<file path="config.mk">
export PLATFORM = sky130hd
export DESIGN_NAME = ark_word_sequencer
export DESIGN_NICKNAME = d
export VERILOG_FILES = /design/src/rtl/ark_word_sequencer.sv
export SDC_FILE = /design/constraint.sdc
export NUM_CORES = 1
export LEC_CHECK = 0
export BUFFER_PORTS_ARGS = -buffer_cell sky130_fd_sc_hd__buf_2
export CAP_MARGIN = 20
export CELL_PAD_IN_SITES_DETAIL_PLACEMENT = 2
export CELL_PAD_IN_SITES_GLOBAL_PLACEMENT = 2
export CORE_ASPECT_RATIO = 0.7
export CORE_MARGIN = 4
export CORE_UTILIZATION = 35
export CTS_CLUSTER_SIZE = 16
export DETAILED_ROUTE_END_ITERATION = 10
export PLACE_DENSITY_LB_ADDON = 0.3
export SYNTH_ARGS = -nofsm -noshare
export SYNTH_HDL_FRONTEND = slang
export SYNTH_SLANG_ARGS = --single-unit
</file>
<file path="constraint.sdc">
create_clock -name clk -period 2.5 [get_ports clk]
set_input_delay 0.375 -clock clk [delete_from_list [all_inputs] [get_ports clk]]
set_output_delay 0.375 -clock clk [all_outputs]
set_load 0.05 [all_outputs]
</file>
<file path="src/rtl/ark_word_sequencer.sv">
// AddRoundKey sequencer: streams a captured state and round key one word per cycle
// through an external XOR unit and reassembles the results into state_out.
module ark_word_sequencer #(
  parameter int WORD_W = 32,
  parameter int NWORDS = 4
) (
  input  logic                     clk,
  input  logic                     rst_n,
  input  logic                     start,
  input  logic [WORD_W*NWORDS-1:0] state_in,
  input  logic [WORD_W*NWORDS-1:0] key_in,
  output logic [WORD_W-1:0]        xor_a,
  output logic [WORD_W-1:0]        xor_b,
  input  logic [WORD_W-1:0]        xor_y,
  output logic                     busy,
  output logic                     done,
  output logic [WORD_W*NWORDS-1:0] state_out
);

  localparam int            CW   = (NWORDS > 1) ? $clog2(NWORDS) : 1;
  localparam logic [CW-1:0] LAST = CW'(NWORDS - 1);

  typedef enum logic [1:0] {IDLE, RUN, DONE} fsm_t;

  fsm_t                          fsm;
  logic [CW-1:0]                 cnt;
  logic [CW-1:0]                 widx;
  // Element NWORDS-1 holds the MSBs, so AES word 0 lives at the top index.
  logic [NWORDS-1:0][WORD_W-1:0] st_q;
  logic [NWORDS-1:0][WORD_W-1:0] key_q;
  logic [NWORDS-1:0][WORD_W-1:0] res_q;

  assign widx      = LAST - cnt;
  assign state_out = res_q;

  // NOTE: every output of a combinational block gets a default first so no latch is inferred.
  always_comb begin
    xor_a = '0;
    xor_b = '0;
    if (fsm == RUN) begin
      xor_a = st_q[widx];
      xor_b = key_q[widx];
    end
  end

  // NOTE: sequential state uses non-blocking assignments so all registers see pre-edge values.
  always_ff @(posedge clk or negedge rst_n) begin
    if (!rst_n) begin
      fsm   <= IDLE;
      cnt   <= '0;
      st_q  <= '0;
      key_q <= '0;
      res_q <= '0;
      busy  <= 1'b0;
      done  <= 1'b0;
    end else begin
      case (fsm)
        IDLE: begin
          if (start) begin
            st_q  <= state_in;
            key_q <= key_in;
            res_q <= '0;
            cnt   <= '0;
            busy  <= 1'b1;
            fsm   <= RUN;
          end
        end
        RUN: begin
          res_q[widx] <= xor_y;
          if (cnt == LAST) begin
            cnt  <= '0;
            done <= 1'b1;
            fsm  <= DONE;
          end else begin
            cnt <= cnt + CW'(1);
          end
        end
        DONE: begin
          done <= 1'b0;
          busy <= 1'b0;
          fsm  <= IDLE;
        end
        default: fsm <= IDLE;
      endcase
    end
  end

endmodule

</file>
### Word-level counts from Yosys, hierarchy flattened

Index checks and enable logic that the tools add are counted.

* register bits after elaboration: 390
* input port bits: 291
* output and inout bits: 194
* logic and storage cells: 56

* muxes and demuxes: 21
* eq/ne operators: 5
* $add $sub $neg: 2
* magnitude comparators: 2
* reductions and logical operators: 10

Operators with widths (number)
* $pmux W128 S2: 1
* $mux W32: 5
* $bmux W32 S2: 2
* $bwmux W128: 1
* $mux W128: 1
* $demux W32 S2: 1
* $reduce_and A2 Y1: 5
* $mux W2: 4
* $pmux W2 S2: 2
* $reduce_bool A2 Y1: 3
* $eq A2 B2 Y1 const B: 2
* $pmux W1 S2: 2
* $lt A2 B3 Y1 const B: 1
* $add A2 B1 Y2 const B: 1
* $eq A2 B1 Y1 const B: 1
* $ge A2 B1 Y1 const B: 1
* $logic_not A2 Y1: 1
* $mux W1: 2
* $ne A2 B1 Y1 const B: 1
* $ne A2 B2 Y1 const B: 1
* $sub A2 B2 Y2 const A: 1
* $logic_and A1 B1 Y1: 1

### Depth between registers and ports, before layout

Gate-level depths: netlist (run 1).

* depth after elaboration: 7
* gate-level depth with buffers: 8
* depth with buffers taken out: 4

### Worst setup path after synthesis (run 1)

Ideal clock, no wire load.

* kind: reg2out
* start: reg cnt[0]
* end: out xor_a[0]
* stages on the path, launching flop included: 5
* setup slack: 0.392 ns
* required time: 2.125 ns
* buffers on the path: 2
* arrival: 1.733 ns
* cell sequence: dfrtp_1 buf_2 buf_4 mux4_2 and2_1

* longest elaborated chain between the ends: 4

RTL lines
* start: declaration: RTL line 26 `logic [CW-1:0] cnt;`
* start signal: assignment: RTL line 75 `cnt <= cnt + CW'(1);`
* $sub A2 B2 Y2: RTL line 33 `assign widx = LAST - cnt;`
* $bmux W32 S2: RTL line 41 `xor_a = st_q[widx];`
* $mux W32 (not written as such): RTL line 41
* $mux W32: RTL line 40 `if (fsm == RUN) begin`
* end: declaration: RTL line 12 `output logic [WORD_W-1:0] xor_a,`

No other way between the ends. The select of a mux whose other input is x is not followed.

### Final worst setup path (run 1)

* start: reg cnt[0]
* end: out xor_a[28]

The elaborated chain is that of the path after synthesis.

==> results_dict.tcl, run 1 <==
set metrics [dict create \
    io_buffers 484 \
    fin_hold_ws_ns 0.0559 \
    syn_inst 1035 \
    antenna_found_initial 25 \
    seqCellArea_um2 9770 \
    ys_seq_elements 390 \
    areaGrowthSynthToFinish_pct 33.2 \
    netlist_area_um2 16400 \
    ys.warnings.count 0 \
    num_io_pins 485 \
    status "finished, violations left" \
    rsz0062_at_grt "true" \
    utilization_pct 47.1 \
    die-area_um2 50500 \
    num_rows 66 \
    synth_enable_flop_cells 0 \
    worstSkewPairLatency_ns 0.54 \
    nets 1833 \
    postRouteAntennaNets 0 \
    post-route-drc-count 0 \
    max_clock_freq_ghz 0.391 \
    tightest_slew_ns 0.776 \
    worstPathMaxFanout 9 \
    startpoint "cnt[0]" \
    layout-drive-gt1-share_pct 48.8 \
    viasPerCell 5.16 \
    timing.final.ws_setup_ns -0.0556 \
    critPathKind "reg -> out" \
    async_reset_ff_share_pct 100 \
    yosysSeqAreaShare_pct 59.4 \
    worst_slew_margin_rel_pct 48.0 \
    die_w_um 267 \
    gp_congestion 0.791 \
    clk_pin_slew_ns 0.06 \
    violations "negative setup slack" \
    final_hold_viol_count 0 \
    ys_types 29 \
    grt_max_degree 72 \
    core_um2 46400 \
    power.density_nw_per_um2 1630 \
    holdCritStartpoint "key_in[50]" \
    syn_area_per_cell_um2 15.9 \
    fin_crit_ns 2.56 \
    r2r_start "cnt[0]" \
    grt_pass1_wl_um 84700 \
    overflow 0 \
    peakVddDrop_uv 959 \
    leakage_uw 0.0104 \
    cp.required_ns 2.12 \
    firstDrtPassIters 4 \
    wire_per_inst_um 25.7 \
    cts_buffers 41 \
    setup_viol 51 \
    cp.arrival_ns 2.18 \
    multi_input_area_um2 6310 \
    synthesis.nets 1331 \
    clk_path_buf_depth 3 \
    routed_wl_um 56200 \
    crit_path_start_kind "register" \
    globalRouteTotalUtil_pct 21.9 \
    dr_total_vias 11287 \
    cts_tree "built" \
    yosys_most_used_dff "dfrtp_1" \
    drv_slew 0 \
    pre_cts_ws_ns 0.317 \
    finClkSkew_ns 0.0161 \
    root_buffer "clkbuf_16" \
    hpwlAfterDp_um 38700 \
    clock-sinks 390 \
    h-tree-depth 2 \
    critPathCaptureType "output port" \
    drt_iter0_markers 478 \
    n_fill_cell 4441 \
    hp-class "in -> reg" \
    maxCapViolCount 0 \
    min_period_over_period_pct 102 \
    grt_pass1_vias 12919 \
    die_h_um 189 \
    initial_core_util_pct 35.4 \
]
kinds of logic after synthesis:
kind of cell	after synthesis	synth area share, %
muxes	331	27.0
buffers and inverters	91	3.33
adders and majority gates	5	0.381
AOI/OAI and AO/OA	128	6.64
DFF	390	59.4
and+or+nand+nor	90	3.25
per-stage QoR:
step           std cells  total power [uW]  setup TNS, ns  cell area, um^2
2_1_floorplan       1035             22200              0            16400
3_3_place_gp        2093             26300              0            19600
3_5_place_dp        2093             26900              0            19600
4_1_cts             2176             36000          -5.73            21800
5_1_grt             2187             37500          -6.46            21900
6_report            2189             35700          -1.64            21900
worst paths after layout:
path | to | slack, ns | cells past startpoint
max | xor_a[28] | -0.06 | 5
min | key_q[50] | 0.06 | 2
max reg2reg | state_out[12] | 0.17 | 7
min reg2reg | st_q[65] | 0.48 | 1
max in group asynchronous | state_out[107] | 1.27 | 3
min in group asynchronous | key_q[72] | 0.39 | 2
routing by layer:
metal  vias up  track usage [%]  wire length (um)
met5         -                0               192
met4        30             4.28               994
met3        98             6.12              3780
met2       326             38.3             28500
met1      6012             27.5             22700
li1       4821                -                 -
cells in the final DEF (no fill, tap or decap), types with 26 or more instances in the layout:
master,netlist,final
a22o_1,117,117
and2_4,0,64
buf_2,35,419
buf_4,17,26
buf_6,13,53
clkbuf_16,0,44
dfrtp_1,390,388
mux2_1,229,229
mux2_2,27,27
mux4_2,64,64
final cells by class:
type                       instances  share of cell area [%]
sequential                       390                    44.6
clock inverter                    13                   0.572
tap                              612                    3.50
clock buffer                      60                    5.67
inverter                          14                   0.240
multi-input combinational        554                    28.8
antenna                           10                   0.114
timing repair buffer             536                    16.4
synth_stat cells, types with 3 or more instances:
library cell / count / area share, %
a22o_1: 117 / 6.2
and2_1: 66 / 2.5
buf_2: 35 / 1.1
buf_4: 17 / 0.78
buf_6: 13 / 0.89
clkbuf_1: 12 / 0.27
dfrtp_1: 390 / 59
ha_1: 5 / 0.38
inv_1: 14 / 0.32
mux2_1: 229 / 16
mux2_2: 27 / 1.9
mux2i_1: 11 / 0.67
mux4_2: 64 / 8.8
nand2_1: 14 / 0.32
o21ai_1: 3 / 0.091
flip-flops by register name, summed over array words and instances (netlist names):
register	cells
busy	1
cnt	2
done	1
fsm	2
key_q	128
st_q	128
state_out	128
power breakdown:
part           total [uW]  switching, uW  leakage (uW)  internal (uW)
sequential          10800           1640       0.00479           9120
combinational       18600          10700       0.00493           7950
clock                6260           2610      0.000678           3650
total               35700          14900        0.0104          20700
timing repair:
item / CTS / global route
gates cloned: 4 / 1
setup endpoints to repair: 64 / 64
resized for setup: 205 / 12
setup buffers: 5 / 4
hold endpoints to repair: 50 / 0
hold buffers: 1 / 0
worst max-delay path, cell delays in order (launching register included):
cell,delay [ns]
dfrtp_4,0.50
buf_4,0.15
buf_12,0.14
mux4_2,0.52
and2_4,0.18
buf_6,0.15
Note: power is estimated with default switching activity, not from simulation.
==> inputs of run 2 (changes only) <==
--- a/config.mk
+++ b/config.mk
@@ -5,13 +5,14 @@
 export SDC_FILE = /design/constraint.sdc
 export NUM_CORES = 1
 export LEC_CHECK = 0
+export ABC_AREA = 1
 export BUFFER_PORTS_ARGS = -buffer_cell sky130_fd_sc_hd__buf_2
 export CAP_MARGIN = 20
 export CELL_PAD_IN_SITES_DETAIL_PLACEMENT = 2
 export CELL_PAD_IN_SITES_GLOBAL_PLACEMENT = 2
 export CORE_ASPECT_RATIO = 0.7
 export CORE_MARGIN = 4
-export CORE_UTILIZATION = 35
+export CORE_UTILIZATION = 29
 export CTS_CLUSTER_SIZE = 16
 export DETAILED_ROUTE_END_ITERATION = 10
 export PLACE_DENSITY_LB_ADDON = 0.3
==> results_dict.tcl, run 2 <==
set metrics [dict create \
    dr_total_vias 16982 \
    regToRegSetupSlack_ns 0.45 \
    layout-drive-gt1-share_pct 22.8 \
    synth_top_cell_by_area "dfrtp_1" \
    yosysTopAreaCellShare_pct 55.8 \
    die-area_um2 64400 \
    syn_inst 2231 \
    cp.required_ns 2.12 \
    status "completed" \
    n_fill_cell 6849 \
    drv_slew 0 \
    antenna_found_initial 18 \
    final_area_um2 23700 \
    worstSkewPairLatency_ns 0.57 \
    async_reset_ff_share_pct 100 \
    num_rows 75 \
    layout_common_cells "nand2_1, buf_2, dfrtp_1" \
    power.density_nw_per_um2 1490 \
    fin_crit_ns 2.45 \
    critPathKind "reg -> out" \
    root_buffer "clkbuf_16" \
    grt_max_degree 96 \
    reg2reg_depth 9 \
    drt_iter0_markers 820 \
    worstPathMaxFanout 19 \
    cp.arrival_ns 2.07 \
    hpwlAfterDp_um 50200 \
    tightest_slew_ns 0.564 \
    initial_core_util_pct 29.3 \
    pre_cts_ws_ns 0.389 \
    firstDrtPassIters 4 \
    synth-xor-area-share_pct 0 \
    netlist_area_um2 17500 \
    synth_top_family_by_area "simple AND/OR/NAND/NOR gates" \
    maxCapViolCount 0 \
    multi_input_area_um2 6010 \
    overflow 0 \
    critPathCaptureType "output port" \
    hp-class "in -> reg" \
    power_uw 35400 \
    grt_pass1_wl_um 113000 \
    grt_pass1_vias 18975 \
    clk_pin_slew_ns 0.06 \
    r2r_start "cnt[0]" \
    viasPerCell 4.71 \
    min_period_over_period_pct 97.9 \
    fin_cells 3608 \
    timing.final.ws_setup_ns 0.0516 \
    seqCellArea_um2 9770 \
    synthAdderAreaFrac_pct 0.358 \
    cts_buffers 44 \
    die_w_um 302 \
    final_hold_viol_count 0 \
    synthTopCellsByCount "nand2_1, dfrtp_1, inv_1, o21ai_0, nand3_1" \
    dp_cells 3428 \
    crit_path_start_kind "register" \
    leakage_uw 0.0127 \
    syn_area_per_cell_um2 7.84 \
    ys.warnings.count 0 \
    synth_enable_flop_cells 0 \
    cts_tree "built" \
    muxShareOfSynthArea_pct 0 \
    synth-compound-area-share_pct 9.34 \
    synthTopCellsByArea "dfrtp_1, nand2_1, inv_1" \
    post-synth-top-count-cell "nand2_1" \
    num_io_pins 485 \
    post-route-drc-count 0 \
    holdCritStartpoint "key_in[105]" \
    areaGrowthSynthToFinish_pct 35.5 \
    ys_seq_elements 390 \
    final_common_cell "nand2_1" \
    setup_viol 0 \
    dpl_cell_area_um2 20800 \
    postRouteAntennaNets 0 \
    wire_per_inst_um 20.9 \
    ys_types 19 \
    finClkSkew_ns 0.0233 \
    nets 3049 \
    peakVddDrop_uv 770 \
    clock-sinks 390 \
    r2r_end "state_out[113]" \
    rsz0062_at_grt "true" \
    h-tree-depth 2 \
    yosys_most_used_dff "dfrtp_1" \
    globalRouteTotalUtil_pct 22.7 \
    min_path_cells 3 \
    max_clock_freq_ghz 0.408 \
    min_to "key_q[105]" \
    yosysSeqAreaShare_pct 55.8 \
    routed_wl_um 75300 \
    synth_simple_gate_area_share_pct 24.2 \
    fin_hold_ws_ns 0.0303 \
    die_h_um 213 \
    clk_path_buf_depth 3 \
    worst_slew_margin_rel_pct 62.4 \
    io_buffers 484 \
    gp_congestion 0.834 \
    core_um2 59800 \
    synthesis.nets 2527 \
]
-- run 2: changes by cell type after synthesis, moves of 64 or more --
cell	previous run	this run
mux4_2	64	0
a21oi_1	2	66
inv_1	14	295
mux2_1	229	0
nand2_1	14	896
nand3_1	0	129
and2_1	66	0
o21ai_0	2	202
a22o_1	117	0
-- run 2: final cells by class --
cell class / instances / area share [%]
Antenna cell: 11 / 0.116
Clock buffer: 68 / 5.71
Clock inverter: 14 / 0.855
Inverter: 300 / 4.87
Multi-Input combinational cell: 1403 / 25.4
Sequential cell: 390 / 41.2
Tap cell: 808 / 4.26
Timing Repair Buffer: 614 / 17.6
-- run 2: stage by stage --
stage                     util [%]  setup TNS [ns]
after CTS                     39.5         -0.0233
after floorplan                  -               0
final                         39.7               0
after global routing          39.6          -0.505
after detailed placement      34.9               0
after global placement        34.9               0
-- run 2: timing repair --
action	in CTS	in global routing
resized for setup	80	34
pin swaps	1	3
gates cloned	5	0
endpoints found under the hold margin	120	0
setup buffers	1	0
endpoints found under the setup margin	64	51
hold buffers	81	0
-- run 2: layer usage --
metal  GRT usage (%)  part of all wire (%)  up-vias
met5               0                  0.14        -
met2            39.0                    49      345
met4            6.13                   2.5       16
met3            3.82                   4.4      118
li1                -                     -     7869
met1            30.0                    44     8634
-- run 2: worst max path at each step --
stage / startpoint / end / slack [ns]
after floorplan: cnt[1] / xor_a[0] / 0.32
after global placement: cnt[1] / xor_a[29] / 0.42
after detailed placement: cnt[1] / xor_a[29] / 0.39
after CTS: cnt[1] / xor_a[29] / -0.02
after global routing: cnt[0] / xor_b[13] / -0.05
final: cnt[0] / xor_b[14] / 0.05
-- run 2: power breakdown --
group	switching [uW]	internal, uW	leakage (uW)
logic	13500	4980	0.00703
clock network	2810	4240	0.000773
registers	935	8850	0.00495
total	17300	18100	0.0127
-- run 2: cells by family after synthesis --
family          after synthesis
simple gates               1072
buf+inv                     438
flops                       390
compound gates              326
fa+ha+maj                     5
-- run 2: critical path, cell delays in order, from the launching register on --
cell and delay, ns:
dfrtp_4 0.51, inv_8 0.10, bufbuf_16 0.31, nand2_1 0.06
nand3_1 0.06, a21oi_1 0.20, buf_4 0.24
==> inputs of run 3 (changes only) <==
--- a/config.mk
+++ b/config.mk
@@ -15,7 +15,7 @@
 export CORE_UTILIZATION = 29
 export CTS_CLUSTER_SIZE = 16
 export DETAILED_ROUTE_END_ITERATION = 10
-export PLACE_DENSITY_LB_ADDON = 0.3
+export PLACE_DENSITY = 0.9
 export SYNTH_ARGS = -nofsm -noshare
 export SYNTH_HDL_FRONTEND = slang
 export SYNTH_SLANG_ARGS = --single-unit
==> results_dict.tcl, run 3 (synthesized netlist as in run 2, its figures left out) <==
set metrics [dict create \
    status "finished, violations left" \
    violations "negative setup slack" \
    drv_slew 0 \
    routed_wl_um 83500 \
    crit_family "buffers and inverters" \
    io_buffers 484 \
    num_io_pins 485 \
    grt_pass1_vias 20085 \
    utilization_pct 38.9 \
    hp-class "in -> reg" \
    globalRouteTotalUtil_pct 24.7 \
    crit_chain "inv_4 -> buf_8 -> nand3_1 -> a21oi_4 -> buf_6" \
    clk_path_buf_depth 3 \
    crit_path_start_kind "register" \
    clock-sinks 390 \
    die_w_um 302 \
    final_hold_viol_count 0 \
    power.density_nw_per_um2 1560 \
    worst_slew_margin_rel_pct 51.5 \
    post-route-drc-count 0 \
    dr_total_vias 17631 \
    setup_viol 1 \
    core_um2 59800 \
    hpwlAfterDp_um 52500 \
    clk_pin_slew_ns 0.06 \
    dpl_cell_area_um2 20900 \
    nets 3007 \
    maxCapViolCount 0 \
    min_period_over_period_pct 101 \
    antenna_found_initial 21 \
    drt_iter0_markers 1158 \
    die-area_um2 64400 \
    finClkSkew_ns 0.0238 \
    num_rows 75 \
    rsz0062_at_grt "true" \
    fin_crit_ns 2.51 \
    layout-drive-gt1-share_pct 24.0 \
    firstDrtPassIters 5 \
    postRouteAntennaNets 0 \
    critPathKind "reg -> out" \
    dp_cells 3432 \
    layout_common_cells "nand2_1, buf_2, dfrtp_1" \
    peakVddDrop_uv 1020 \
    wire_per_inst_um 23.4 \
    grt_pass1_wl_um 122000 \
    h-tree-depth 2 \
    cts_tree "built" \
    tightest_slew_ns 0.725 \
    max_clock_freq_ghz 0.398 \
    critPathCaptureType "output port" \
    areaGrowthSynthToFinish_pct 32.8 \
    die_h_um 213 \
    worstSkewPairLatency_ns 0.58 \
    timing.final.ws_setup_ns -0.0130 \
    viasPerCell 4.95 \
    final_common_cell "nand2_1" \
    cp.arrival_ns 2.14 \
    cp.required_ns 2.12 \
    slowest_delay_ns 0.50 \
    overflow 0 \
    worst-path-buf-inv 3 \
    final_area_um2 23200 \
    fin_cells 3562 \
    n_fill_cell 6821 \
    initial_core_util_pct 29.3 \
    cts_buffers 44 \
    leakage_uw 0.0125 \
    slowest_stage "dfrtp_4" \
    worstPathMaxFanout 23 \
    grt_max_degree 96 \
    root_buffer "clkbuf_16" \
    gp_congestion 0.862 \
]
[run 3: cell types whose count changed in the layout (fill, tap and decap cells not counted), sizes merged]
cell and delta:
buf +4, bufinv -3, clkinv -3, clkinvlp +2
diode +3, dlygate4sd3 -49
[run 3: timing repair]
item,in CTS,in global routing
resized for setup,67,87
hold endpoints to repair,80,0
pin swaps,1,1
hold buffers,32,0
endpoints found under the setup margin,64,58
buffers inserted,2,3
cloned,2,2
[run 3: metrics by stage]
step	hold WS, ns	TNS, ns	power [uW]	setup slack, ns
after global routing	0.0106	-0.544	38200	-0.107
after detailed placement	0.387	0	27300	0.246
after global placement	0.389	0	26300	0.372
final	0.0330	-0.0130	36200	-0.0130
after CTS	0.00131	-0.0457	35300	-0.0154
after floorplan	0.0794	0	21500	0.324
[run 3: final timing paths]
check                         startpoint             to  slack [ns]  depth (start not counted)
max                               cnt[1]      xor_b[15]       -0.01                          5
min                          key_in[104]     key_q[104]        0.03                          3
max reg2reg                       fsm[1]  state_out[30]        0.28                          7
min reg2reg                state_out[56]  state_out[56]        0.47                          2
max in group asynchronous          rst_n  state_out[50]        1.17                          3
min in group asynchronous          rst_n     key_q[107]        0.40                          2
[run 3: power breakdown]
group | switching [uW] | internal (uW)
Combinational | 14400 | 5150
Sequential | 1090 | 8850
Clock | 2880 | 3830
Total | 18400 | 17800
[run 3: routing by layer]
metal | wire, um | global-route usage (%) | up-vias
met4 | 3610 | 10.4 | 20
met2 | 41500 | 43.0 | 589
met5 | 122 | 0 | -
met1 | 34000 | 30.0 | 9030
li1 | - | - | 7777
met3 | 4330 | 5.02 | 215
[run 3: tightest hold or removal path: cells and delay by family]
family	cells	cell delay (ns)
buf+inv	1	0.08
compound gates	1	0.06
simple gates	1	0.04
[run 3: area by class of cell]
| class | count | area, um^2 | share of cell area [%] |
|---|---|---|---|
| inverters | 300 | 1150 | 4.95 |
| repair inverters | 1 | 6.26 | 0.0269 |
| clock buffers | 66 | 1320 | 5.66 |
| multi-input cells | 1403 | 6120 | 26.3 |
| diodes | 14 | 35.0 | 0.151 |
| clock inverters | 9 | 108 | 0.463 |
| repair buffers | 571 | 3720 | 16.0 |
| flip-flops and latches | 390 | 9770 | 42.0 |
| well taps | 808 | 1010 | 4.35 |
